==> config.mk <==
export PLATFORM = sky130hd
export DESIGN_NAME = multicycle_sequencer
export DESIGN_NICKNAME = d
export VERILOG_FILES = /design/src/rtl/seq_pkg.sv /design/src/rtl/seq_timeout_cnt.sv /design/src/rtl/multicycle_sequencer.sv
export SDC_FILE = /design/constraint.sdc
export NUM_CORES = 1
export LEC_CHECK = 0
export CAP_MARGIN = 20
export CORE_MARGIN = 5
export CORE_UTILIZATION = 46
export CTS_BUF_LIST = sky130_fd_sc_hd__clkbuf_8
export DETAILED_ROUTE_END_ITERATION = 7
export PLACE_DENSITY = 0.91
export RECOVER_POWER = 25
export SLEW_MARGIN = 20
export SYNTH_ARGS = -nofsm -noshare
export SYNTH_HDL_FRONTEND = slang
export SYNTH_SLANG_ARGS = --single-unit
==> constraint.sdc <==
create_clock -name clk -period 2.3 [get_ports clk]
set_clock_uncertainty 0.05 [all_clocks]
set_input_delay 0.69 -clock clk [delete_from_list [all_inputs] [get_ports clk]]
set_output_delay 0.69 -clock clk [all_outputs]
set_load 0.05 [all_outputs]
==> src/rtl/seq_pkg.sv <==
// seq_pkg: state encodings and trap cause codes for the multi-cycle sequencer
package seq_pkg;
  typedef enum logic [2:0] {
    S_RESET   = 3'd0,
    S_FETCH   = 3'd1,
    S_DECODE  = 3'd2,
    S_EXECUTE = 3'd3,
    S_MEM     = 3'd4,
    S_WB      = 3'd5,
    S_TRAP    = 3'd7
  } state_t;
  typedef enum logic [1:0] {
    C_NONE    = 2'd0,
    C_ILLEGAL = 2'd1,
    C_IMEM    = 2'd2,
    C_DMEM    = 2'd3
  } cause_t;
endpackage

==> src/rtl/seq_timeout_cnt.sv <==
// seq_timeout_cnt: clear/enable counter flagging the LIMIT-th enabled cycle
module seq_timeout_cnt #(
  parameter int LIMIT = 16
) (
  input  logic clk,
  input  logic clr,
  input  logic en,
  output logic expire
);
  localparam int W = $clog2(LIMIT + 1);
  logic [W-1:0] cnt;
  always_ff @(posedge clk)
    cnt <= clr ? '0 : en ? cnt + 1'b1 : cnt;
  assign expire = en && cnt == W'(LIMIT - 1);
endmodule

==> src/rtl/multicycle_sequencer.sv <==
// multicycle_sequencer: RV32I multi-cycle control FSM; perf counters under SEQ_PERF_CNT_EN
module multicycle_sequencer
  import seq_pkg::*;
#(
  parameter int MEM_TIMEOUT = 16
`ifdef SEQ_PERF_CNT_EN
  , parameter int CNT_W = 32
`endif
) (
  input  logic       clk,
  input  logic       rst_n,
  output logic       imem_req,
  input  logic       imem_ack,
  output logic       ir_write,
  input  logic       dec_branch,
  input  logic       dec_mem_write,
  input  logic       dec_reg_write,
  input  logic       dec_mem_to_reg,
  input  logic       dec_ill_instr,
  input  logic       alu_zero,
  output logic       dmem_req,
  output logic       dmem_we,
  input  logic       dmem_ack,
  output logic       pc_write,
  output logic       pc_branch,
  output logic       rf_write,
  output logic       trap,
  output logic [1:0] trap_cause,
  output logic [2:0] state
`ifdef SEQ_PERF_CNT_EN
  , output logic [CNT_W-1:0] cycle_count,
  output logic [CNT_W-1:0] instret_count
`endif
);
  state_t state_q, state_d;
  cause_t cause_q, cause_d;
  logic expire;
  seq_timeout_cnt #(.LIMIT(MEM_TIMEOUT)) u_timeout (
    .clk(clk),
    .clr(!rst_n || state_d != state_q),
    .en(state_q == S_FETCH || state_q == S_MEM),
    .expire(expire)
  );
  always_ff @(posedge clk) begin
    if (!rst_n) begin
      state_q <= S_RESET;
      cause_q <= C_NONE;
    end else begin
      state_q <= state_d;
      cause_q <= cause_d;
    end
  end
  always_comb begin
    state_d = state_q;
    cause_d = cause_q;
    imem_req = 1'b0;
    ir_write = 1'b0;
    dmem_req = 1'b0;
    dmem_we = 1'b0;
    pc_write = 1'b0;
    pc_branch = 1'b0;
    rf_write = 1'b0;
    case (state_q)
      S_RESET: state_d = S_FETCH;
      S_FETCH: begin
        imem_req = 1'b1;
        if (imem_ack) begin
          ir_write = 1'b1;
          state_d = S_DECODE;
        end else if (expire) begin
          state_d = S_TRAP;
          cause_d = C_IMEM;
        end
      end
      S_DECODE: begin
        state_d = dec_ill_instr ? S_TRAP : S_EXECUTE;
        cause_d = dec_ill_instr ? C_ILLEGAL : cause_q;
      end
      S_EXECUTE: begin
        if (dec_mem_write || dec_mem_to_reg) state_d = S_MEM;
        else if (dec_reg_write) state_d = S_WB;
        else begin
          pc_write = 1'b1;
          pc_branch = dec_branch & alu_zero;
          state_d = S_FETCH;
        end
      end
      S_MEM: begin
        dmem_req = 1'b1;
        dmem_we = dec_mem_write;
        if (dmem_ack) begin
          pc_write = dec_mem_write;
          state_d = dec_mem_write ? S_FETCH : S_WB;
        end else if (expire) begin
          state_d = S_TRAP;
          cause_d = C_DMEM;
        end
      end
      S_WB: begin
        rf_write = 1'b1;
        pc_write = 1'b1;
        state_d = S_FETCH;
      end
      S_TRAP: state_d = S_TRAP;
      default: state_d = S_RESET;
    endcase
  end
  assign trap = state_q == S_TRAP;
  assign trap_cause = cause_q;
  assign state = state_q;
`ifdef SEQ_PERF_CNT_EN
  always_ff @(posedge clk) begin
    if (!rst_n) begin
      cycle_count <= '0;
      instret_count <= '0;
    end else begin
      if (state_q != S_RESET) cycle_count <= cycle_count + 1'b1;
      if (pc_write) instret_count <= instret_count + 1'b1;
    end
  end
`endif
endmodule

Word-level counts from Yosys, hierarchy flattened
Cells that the tools add are included.
{ "word_totals": {"regBits": 10, "inputBits": 10, "output_inout_bits": 13, "wordCells": 54} }
{ "op_classes": {"addsub": 1, "eq_ne": 13, "muxes": 27, "bitwise": 1, "reduce_logical": 9} }
{ "ops": {"columns": ["op", "n"], "rows": [
  ["$mux 3", 7],
  ["$pmux 3 s6", 1],
  ["$mux 1", 12],
  ["$mux 2", 5],
  ["$ne 2x2->1 const B", 5],
  ["$eq 3x3->1 const B", 3],
  ["$eq 3x2->1 const B", 2],
  ["$pmux 2 s3", 1],
  ["$reduce_and 6->1", 1],
  ["$add 5x1->5 const B", 1],
  ["$eq 5x4->1 const B", 1],
  ["$eq 3x1->1 const B", 1],
  ["$logic_not 3->1", 1],
  ["$logic_or 1x1->1", 3],
  ["$ne 3x3->1", 1],
  ["$pmux 1 s3", 1],
  ["$reduce_bool 3->1", 1],
  ["$reduce_or 2->1", 1],
  ["$and 1x1->1", 1],
  ["$logic_and 1x1->1", 1],
  ["$logic_not 1->1", 1]
]} }

Longest topological paths before layout
Gate-level depths: netlist of run 1.
{ "logic_depth": {"depth_word": 8, "depth_mapped": 7, "mapped_depth_nobuf": 7} }

Cells and area by module
Synthesis of run 1 repeated with hierarchy kept, for this count alone.
{ "hier_totals": {"hier_cells": 81, "hier_area_um2": 744.5} }
{ "modules_own_cells": {"columns": ["module", "instances", "cells_each", "area_each_um2"], "rows": [
  ["multicycle_sequencer", 1, 57, 484.2],
  ["seq_timeout_cnt", 1, 24, 260.2]
]} }

Worst setup path after synthesis of run 1
OpenSTA, ideal clock, no wires.
{ "synth_path": {"path_kind": "register to output", "from": "reg state_q[1] (netlist: state[1])", "to": "out pc_branch", "arrival_time_ps": 2275, "setup_slack_ps": -715, "stages_incl_launch_ff": 4, "path_buffers": 0, "path_cell_list": "dfxtp_1 inv_2 or3_4 nor4_2"} }
{ "synth_between": {"elab_chain_cells": 2} }
{ "synth_rtl": {"columns": ["item", "line_no", "text"], "rows": [
  ["from (decl)", "multicycle_sequencer.sv:35", "state_t state_q, state_d;"],
  ["from (signal assigned)", "multicycle_sequencer.sv:49", "state_q <= state_d;"],
  ["$eq 3x2->1", "multicycle_sequencer.sv:63", "case (state_q)"],
  ["$mux 1", "multicycle_sequencer.sv:63", null],
  ["to (decl)", "multicycle_sequencer.sv:25", "output logic pc_branch,"]
]} }
No other way between the ends.

Final worst setup path of run 1
{ "layout_path": {"from": "in dec_mem_write", "to": "out pc_write"} }
{ "layout_between": {"elab_chain_cells": 3} }
{ "layout_rtl": {"columns": ["item", "line_no", "text"], "rows": [
  ["from (decl)", "multicycle_sequencer.sv:16", "input logic dec_mem_write,"],
  ["$logic_or 1x1->1", "multicycle_sequencer.sv:80", "if (dec_mem_write || dec_mem_to_reg) state_d = S_MEM;"],
  ["$mux 1", "multicycle_sequencer.sv:80", null],
  ["$pmux 1 s3 (*)", "multicycle_sequencer.sv:63", null],
  ["to (decl)", "multicycle_sequencer.sv:24", "output logic pc_write,"]
]} }
Every way passes the cells marked *; elsewhere a longest branch is shown, timed or not.

==> summary.txt, run 1 <==
Route
  • Vias: 772
  • Detailed Routing Iterations Pass 1: 5
  • Vias per cell: 5.94
  • WL final: 2120 um
  • Initial DRC count: 27
  • Routed len/inst: 16.3 um
  • Routed Antenna Nets: 0
  • Drc violations: 0

Layout
  • Nets: 128
  • Share of cells above drive strength 1: 38.3%
  • N_diodes: 0
  • Fin util: 82.0%
  • Area Growth Syn to Fin: 63.6%

Timing
  • Final hold vios: 0
  • Max_slew headroom: 60.7%
  • Max Freq: 422 MHz
  • Pins Over Slew Limit: 0
  • Slew of the pin with the lowest slew margin: 0.593 ns
  • Min Tclk post-route: 2.37 ns
  • Setup WS post-layout: -0.0681 ns
  • RSZ-0062 raised after global routing: true
  • Period Utilization, post-route: 103%
  • Post-Route Setup TNS: -0.0807 ns
  • Final setup fails: 2

Pwr
  • Combinational power share: 38.1%
  • Lkg Pwr: 0.431 nW
  • Switch share: 35.3%
  • Sw Pwr: 0.215 mW
  • Clock network fraction of total power: 31.0%
  • Worst vdd ir: 0.000398 V
  • PwrDens: 551 nW/um2
  • Internal power: 0.395 mW
  • Seq pwr share: 30.9%

Placement
  • GPL Wtd Cong: 0.821
  • I/O Buffers: 22
  • DP Wirelength: 1500 um
  • Dpl ws: -0.499 ns

Yosys
  • Asr flop ratio synth: 0%
  • Synth area leader: dfxtp_1
  • Syn Area/Cell: 8.16 um2
  • EDFF count, synth: 0
  • Synth top cells by count: dfxtp_1, nor2_1, nand2_1
  • Area share of the largest cell type after synthesis: 29.6%
  • Syn Inst Count: 83
  • Synth Register Bits: 10
  • Ys Warns: 0
  • Post-synthesis sequential area ratio: 29.6%
  • Netlist Area Pre-Place: 677 um2
  • Top_reg_cell synth: dfxtp_1
  • Top cells by area, synth: dfxtp_1, nor2_1, xnor2_1, ha_1, nand2_1
  • Syn nets: 95
  • Yosys cell types: 40

Global route
  • First-pass GRT wire length: 3450 um
  • Vias in the first global route: 761
  • GRT overflow: 0
  • GR Util All Layers: 18.2%
  • Initial antenna violation count: 0
  • Largest net degree at the start of global routing: 17

Setup path
  • Slowest Stage Delay on Critical Path: 0.41 ns
  • Crit path kind: in2out
  • Worst Setup SP: dec_mem_write
  • CP required: 1.56 ns
  • CP Cell Sequence: buf_6 -> or3_4 -> o32ai_4 -> buf_12
  • Reg2reg start: u_timeout.cnt[0]
  • Slowest stage cell, crit path: or3_4
  • CP Launch Type: input pin
  • Crit. End Element: output port
  • Maximum fanout along the worst path: 2
  • Worst EP arrival: 1.63 ns

Die
  • Die area: 2340 um2
  • Die W: 48.4 um
  • Die Ht: 48.4 um
  • Row count: 13
  • Core footprint: 1350 um2
  • Starting Density: 50.1%
  • # IOs: 23

Clock tree
  • CTS Buf Count: 3
  • CTS tree: built
  • Clk root buf: clkbuf_8
  • Clk Latency, worst-skew pair: 0.24 ns
  • CTS max path bufs: 2
  • H-tree levels: 1
  • Clock sinks: 10
  • Setup Fix Bufs, Post-CTS: 0
  • Worst-path clk slew: 0.04 ns

Job
  • Maxcap violations: 0

Status
  • Status: complete, but fails checks
  • Failing checks: setup timing

Min path
  • Hold_sp: trap_cause[1]
  • HP Class: reg2reg
sequential cells by signal, indices dropped and copies added, names as in the netlist:
signal,count
u_timeout.cnt,5
state,3
trap_cause,2
stage by stage:
| step | power, mW | instance area, um2 | hold WS [ns] | std cells |
|---|---|---|---|---|
| floorplan | 0.328 | 721 | 0.421 | 83 |
| global placement | 0.418 | 1070 | 0.421 | 126 |
| detailed placement | 0.423 | 1070 | 0.418 | 126 |
| CTS | 0.610 | 1110 | 0.433 | 130 |
| global route | 0.632 | 1110 | 0.462 | 130 |
| finish | 0.610 | 1110 | 0.438 | 130 |
cell families (layout without fill, tap and decap cells):
logic type | count (synthesis) | count (layout) | synth area share (%)
AND/OR/NAND/NOR | 37 | 37 | 31.2
AO/OA/AOI/OAI | 24 | 24 | 24.6
flip-flops | 10 | 10 | 29.6
buffers and inverters | 6 | 38 | 4.62
XOR/XNOR | 4 | 4 | 6.29
adder cells (fa/ha/maj) | 2 | 2 | 3.70
final timing paths:
path	endpoint	slack [ns]	cells past startpoint
max	pc_write	-0.07	4
min	trap_cause[1]	0.44	2
max reg2reg	u_timeout.cnt[0]	0.42	7
min reg2reg	trap_cause[1]	0.44	2
area by class of cell:
class / instances / area [um2]
multi-input combinational: 67 / 489
timing repair buffer: 32 / 340
fill: 77 / 243
sequential: 10 / 206
clock buffer: 3 / 41.3
tap: 15 / 18.8
inverter: 2 / 7.51
clock inverter: 1 / 3.75
power groups by stage:
stage          Combinational, mW  Sequential (mW)  Clock [mW]
3_3_place_gp               0.227            0.191           0
6_report                   0.232            0.189       0.189
3_5_place_dp               0.231            0.191           0
4_1_cts                    0.232            0.189       0.190
5_1_grt                    0.244            0.190       0.199
2_1_floorplan              0.116            0.213           0
worst max-delay path, delay by kind of cell:
| family | cells | cell delay [ns] |
|---|---|---|
| buf+inv | 2 | 0.27 |
| compound gates | 1 | 0.25 |
| simple gates | 1 | 0.41 |
repair_timing:
item,in CTS,in global routing
pin swaps,4,0
endpoints found under the setup margin,3,2
resized for setup,14,0
hold buffers,0,0
routing by layer:
layer / vias to the layer above / GRT usage, % / routed length (um)
met5: - / 0 / 0
li1: 366 / - / -
met1: 362 / 21.4 / 862
met3: 6 / 6.73 / 149
met2: 38 / 29.3 / 1060
met4: 0 / 7.37 / 44
placed cells by master (no fill, tap or decap), types with 2 or more instances in the layout:
cell and n:
and3_1 2, nand2b_1 2, buf_12 7, clkdlybuf4s50_1 6, dlygate4sd2_1 3, a21oi_1 3, dfxtp_2 2, and2_2 2
ha_1 2, clkbuf_1 2, o21ai_0 3, a21boi_1 2, nor2_4 2, nand3_1 3, nor3_1 2, dfxtp_1 7
a31oi_1 2, buf_4 12, nor2_1 8, o21ai_1 3, inv_1 2, clkbuf_8 3, xnor2_1 3, nand2_1 5
No activity file was read; power rests on OpenSTA's default activity.
==> run 2: changes to the inputs <==
--- a/config.mk
+++ b/config.mk
@@ -9,6 +9,7 @@
 export CORE_MARGIN = 5
 export CORE_UTILIZATION = 46
 export CTS_BUF_LIST = sky130_fd_sc_hd__clkbuf_8
+export CTS_CLUSTER_SIZE = 20
 export DETAILED_ROUTE_END_ITERATION = 7
 export PLACE_DENSITY = 0.91
 export RECOVER_POWER = 25
==> results of run 2 <==
Same layout as run 1: the final DEF is identical, and so are final timing and power.
==> run 3: changes to the inputs <==
--- a/config.mk
+++ b/config.mk
@@ -9,10 +9,11 @@
 export CORE_MARGIN = 5
 export CORE_UTILIZATION = 46
 export CTS_BUF_LIST = sky130_fd_sc_hd__clkbuf_8
-export CTS_CLUSTER_SIZE = 20
+export CTS_CLUSTER_SIZE = 12
 export DETAILED_ROUTE_END_ITERATION = 7
 export PLACE_DENSITY = 0.91
 export RECOVER_POWER = 25
+export SETUP_SLACK_MARGIN = 0.4
 export SLEW_MARGIN = 20
 export SYNTH_ARGS = -nofsm -noshare
 export SYNTH_HDL_FRONTEND = slang
==> summary.txt, run 3 <==
Status
  • Status: aborted with a tool error
  • Failed at: 5_1_grt
  • Log Error: [ERROR DPL-0033] detailed placement checks failed during check placement.

Yosys
  • Area share of the largest cell type after synthesis: 29.6% (unchanged)
  • Synth top cells by count: dfxtp_1, nor2_1, nand2_1
  • Syn Area/Cell: 8.16 um2 (unchanged)
  • Top_reg_cell synth: dfxtp_1
  • Synth Register Bits: 10 (unchanged)
  • Syn Inst Count: 83 (unchanged)
  • Top cells by area, synth: dfxtp_1, nor2_1, xnor2_1, ha_1, nand2_1
  • Asr flop ratio synth: 0% (unchanged)
  • Syn nets: 95 (unchanged)
  • Post-synthesis sequential area ratio: 29.6% (unchanged)
  • Netlist Area Pre-Place: 677 um2 (unchanged)
  • Ys Warns: 0 (unchanged)
  • EDFF count, synth: 0 (unchanged)
  • Yosys cell types: 40 (unchanged)
  • Synth area leader: dfxtp_1

Placement
  • DP Wirelength: 1500 um (about the same)
  • GPL Wtd Cong: 0.871 (+6.0%)
  • I/O Buffers: 22 (unchanged)
  • Dpl ws: -0.495 ns (+0.00331 ns)
  • Inst Count DP: 122 (-3.2%)

Clock tree
  • CTS max path bufs: 2 (unchanged)
  • Post-CTS Hold Fix Bufs: 0 (unchanged)
  • Clock sinks: 10 (unchanged)
  • CTS Buf Count: 3 (unchanged)
  • H-tree levels: 1 (unchanged)
  • Clk root buf: clkbuf_8

Die
  • Die Ht: 48.4 um (unchanged)
  • # IOs: 23 (unchanged)
  • Row count: 13 (unchanged)
  • Die W: 48.4 um (unchanged)
  • Starting Density: 50.1% (unchanged)

Global route
  • Initial antenna violation count: 0
  • Largest net degree at the start of global routing: 17

Timing
  • Worst_ep kind: top-level output
  • GR repair worst EP: pc_write
## run 3: kinds of logic after synthesis
kind of cell               count (synthesis)  synth area share, %
DFF                                       10                 29.6
AOI/OAI and AO/OA                         24                 24.6
and+or+nand+nor                           37                 31.2
buffers and inverters                      6                 4.62
xor gates and xnor gates                   4                 6.29
adders and majority gates                  2                 3.70
## run 3: metrics by stage
step / util, % / hold slack (ns) / instance area [um2]
after CTS: 89.4 / 0.445 / 1210
after detailed placement: 79.6 / 0.437 / 1070
after global placement: 79.6 / 0.418 / 1070
after floorplan: - / 0.421 / 756
## run 3: timing repair
action | in CTS
pin swaps | 8
gates resized for setup | 25
endpoints found under the setup margin | 9
buffers inserted | 8
==> run 4: changes to the inputs <==
--- a/config.mk
+++ b/config.mk
@@ -6,14 +6,11 @@
 export NUM_CORES = 1
 export LEC_CHECK = 0
 export CAP_MARGIN = 20
-export CORE_MARGIN = 5
-export CORE_UTILIZATION = 46
-export CTS_BUF_LIST = sky130_fd_sc_hd__clkbuf_8
-export CTS_CLUSTER_SIZE = 12
+export CORE_AREA = 5 5 66 68
 export DETAILED_ROUTE_END_ITERATION = 7
-export PLACE_DENSITY = 0.91
+export DIE_AREA = 0 0 71 73
+export PLACE_DENSITY_LB_ADDON = 0.15
 export RECOVER_POWER = 25
-export SETUP_SLACK_MARGIN = 0.4
 export SLEW_MARGIN = 20
 export SYNTH_ARGS = -nofsm -noshare
 export SYNTH_HDL_FRONTEND = slang
==> summary.txt, run 4 (same netlist as run 1, synthesis figures left out) <==
Clock tree
  • Post-CTS Hold Fix Bufs: 0 (unchanged)
  • CTS Buf Count: 3 (unchanged)
  • Clk Latency, worst-skew pair: 0.23 ns
  • CTS max path bufs: 2 (unchanged)
  • Setup Fix Bufs, Post-CTS: 0 (-8)
  • Clock sinks: 10 (unchanged)
  • Clk root buf: clkbuf_8
  • CTS tree: built
  • Worst-path clk slew: 0.05 ns
  • H-tree levels: 1 (unchanged)

Setup path
  • Reg-to-Reg End: u_timeout.cnt[4]
  • Worst EP arrival: 1.61 ns
  • Crit. End Element: output port
  • Reg2reg start: u_timeout.cnt[0]
  • R2R Setup Slk: 0.41 ns
  • Slowest Stage Delay on Critical Path: 0.41 ns
  • Crit path kind: in2out
  • CP Launch Type: input pin
  • Maximum fanout along the worst path: 2
  • CP required: 1.56 ns
  • CP Cell Sequence: buf_6 -> or3_4 -> o32ai_4 -> buf_12
  • Slowest stage cell, crit path: or3_4
  • R2R depth: 7

Timing
  • RSZ-0062 raised after global routing: true
  • Final hold vios: 0
  • Hold Slack: 0.437 ns
  • Final setup fails: 1
  • Max Freq: 425 MHz
  • Slew of the pin with the lowest slew margin: 0.598 ns
  • Pins Over Slew Limit: 0
  • Min Tclk post-route: 2.35 ns
  • Period Utilization, post-route: 102%
  • Max_slew headroom: 60.3%
  • Setup WS post-layout: -0.0526 ns

Global route
  • GR Util All Layers: 8.50%
  • Largest net degree at the start of global routing: 17
  • First-pass GRT wire length: 3430 um
  • GRT Max-Usage Layer: met2
  • Met1 usage: 10.7%
  • M2 GR Usage: 13.3%
  • Vias in the first global route: 745
  • Initial antenna violation count: 0
  • GRT overflow: 0
  • M3 GR Usage: 3.17%

Die
  • Die Ht: 73 um (+51%)
  • # IOs: 23 (unchanged)
  • Die area: 5180 um2
  • Die W: 71 um (+47%)
  • Starting Density: 17.8% (-32 points)
  • Row count: 23 (+10)
  • Core footprint: 3800 um2

Route
  • Detailed Routing Iterations Pass 1: 4
  • Drc violations: 0
  • Routed len/inst: 12.4 um
  • Routed Antenna Nets: 0
  • Vias per cell: 4.33
  • WL final: 2070 um
  • Initial DRC count: 22
  • Vias: 719

Layout
  • Share of cells above drive strength 1: 39.7%
  • N_diodes: 0
  • Area Growth Syn to Fin: 74.9%
  • Nets: 129
  • Commonest non-fill, non-tap cells in the layout: buf_4, nor2_1, buf_12, dfxtp_1
  • Post-route cell area: 1180 um2
  • Max FFs per register: 5
  • Fin util: 31.2%
  • Most common cell after layout, fill and taps aside: buf_4
  • Most flops, register: u_timeout.cnt

Pwr
  • Worst vdd ir: 0.000209 V
  • Lkg Pwr: 0.449 nW
  • PwrDens: 543 nW/um2

Placement
  • I/O Buffers: 22 (unchanged)
  • GPL Wtd Cong: 0.742 (-15%)
  • Dpl ws: -0.475 ns (+0.0209 ns)
  • Placed cell areas: 1130 um2 (+5.6%)
  • DP Wirelength: 1620 um (+7.8%)

Status
  • Failing checks: setup timing
  • Status: complete, but fails checks

Min path
  • Hold_sp: trap_cause[1]
  • Hold EP: trap_cause[1]
  • Hold path cells: 2
  • HP Class: reg2reg

Job
  • Maxcap violations: 0
[run 4: per-layer routing]
metal,vias up,share of wire (%)
met2,26,46
met4,0,0.77
met3,2,9.0
li1,366,-
met1,325,44
met5,-,0
[run 4: timing repair]
action                                  CTS  global route
endpoints found under the setup margin    3             3
pin swaps                                 5             0
resized for setup                        14             1
cloned                                    0             0
endpoints found under the hold margin     0             0
[run 4: worst max path at each step]
| stage | to | slack [ns] | depth (start not counted) | startpoint |
|---|---|---|---|---|
| 5_1_grt | pc_write | -0.08 | 4 | dec_mem_write |
| 6_report | pc_write | -0.05 | 4 | dec_mem_write |
| 4_1_cts | pc_write | -0.06 | 4 | dec_mem_write |
| 2_1_floorplan | pc_branch | -0.19 | 2 | dec_mem_write |
| 3_3_place_gp | pc_branch | -0.47 | 4 | dec_mem_write |
| 3_5_place_dp | pc_branch | -0.47 | 4 | dec_mem_write |
[run 4: power breakdown]
| part | internal, mW | switching [mW] |
|---|---|---|
| registers | 0.182 | 0.00842 |
| logic | 0.0968 | 0.132 |
| clock network | 0.151 | 0.0726 |
[run 4: area by class of cell]
cell class / count / area (um2)
fill: 414 / 2620
multi-input combinational: 67 / 489
timing repair buffer: 33 / 363
sequential: 10 / 206
tap: 50 / 62.6
clock buffer: 4 / 55.1
inverter: 2 / 7.51
[run 4: stage by stage]
stage,power [mW],setup TNS [ns],std cells
2_1_floorplan,0.328,-0.256,83
3_3_place_gp,0.428,-0.928,162
3_5_place_dp,0.428,-0.954,162
4_1_cts,0.653,-0.0682,166
5_1_grt,0.676,-0.122,166
6_report,0.642,-0.0526,166
[run 4: worst max-delay path, delay by kind of cell]
kind | cells | cell delay, ns
AOI/OAI and AO/OA | 1 | 0.25
buffers and inverters | 2 | 0.26
and+or+nand+nor | 1 | 0.41
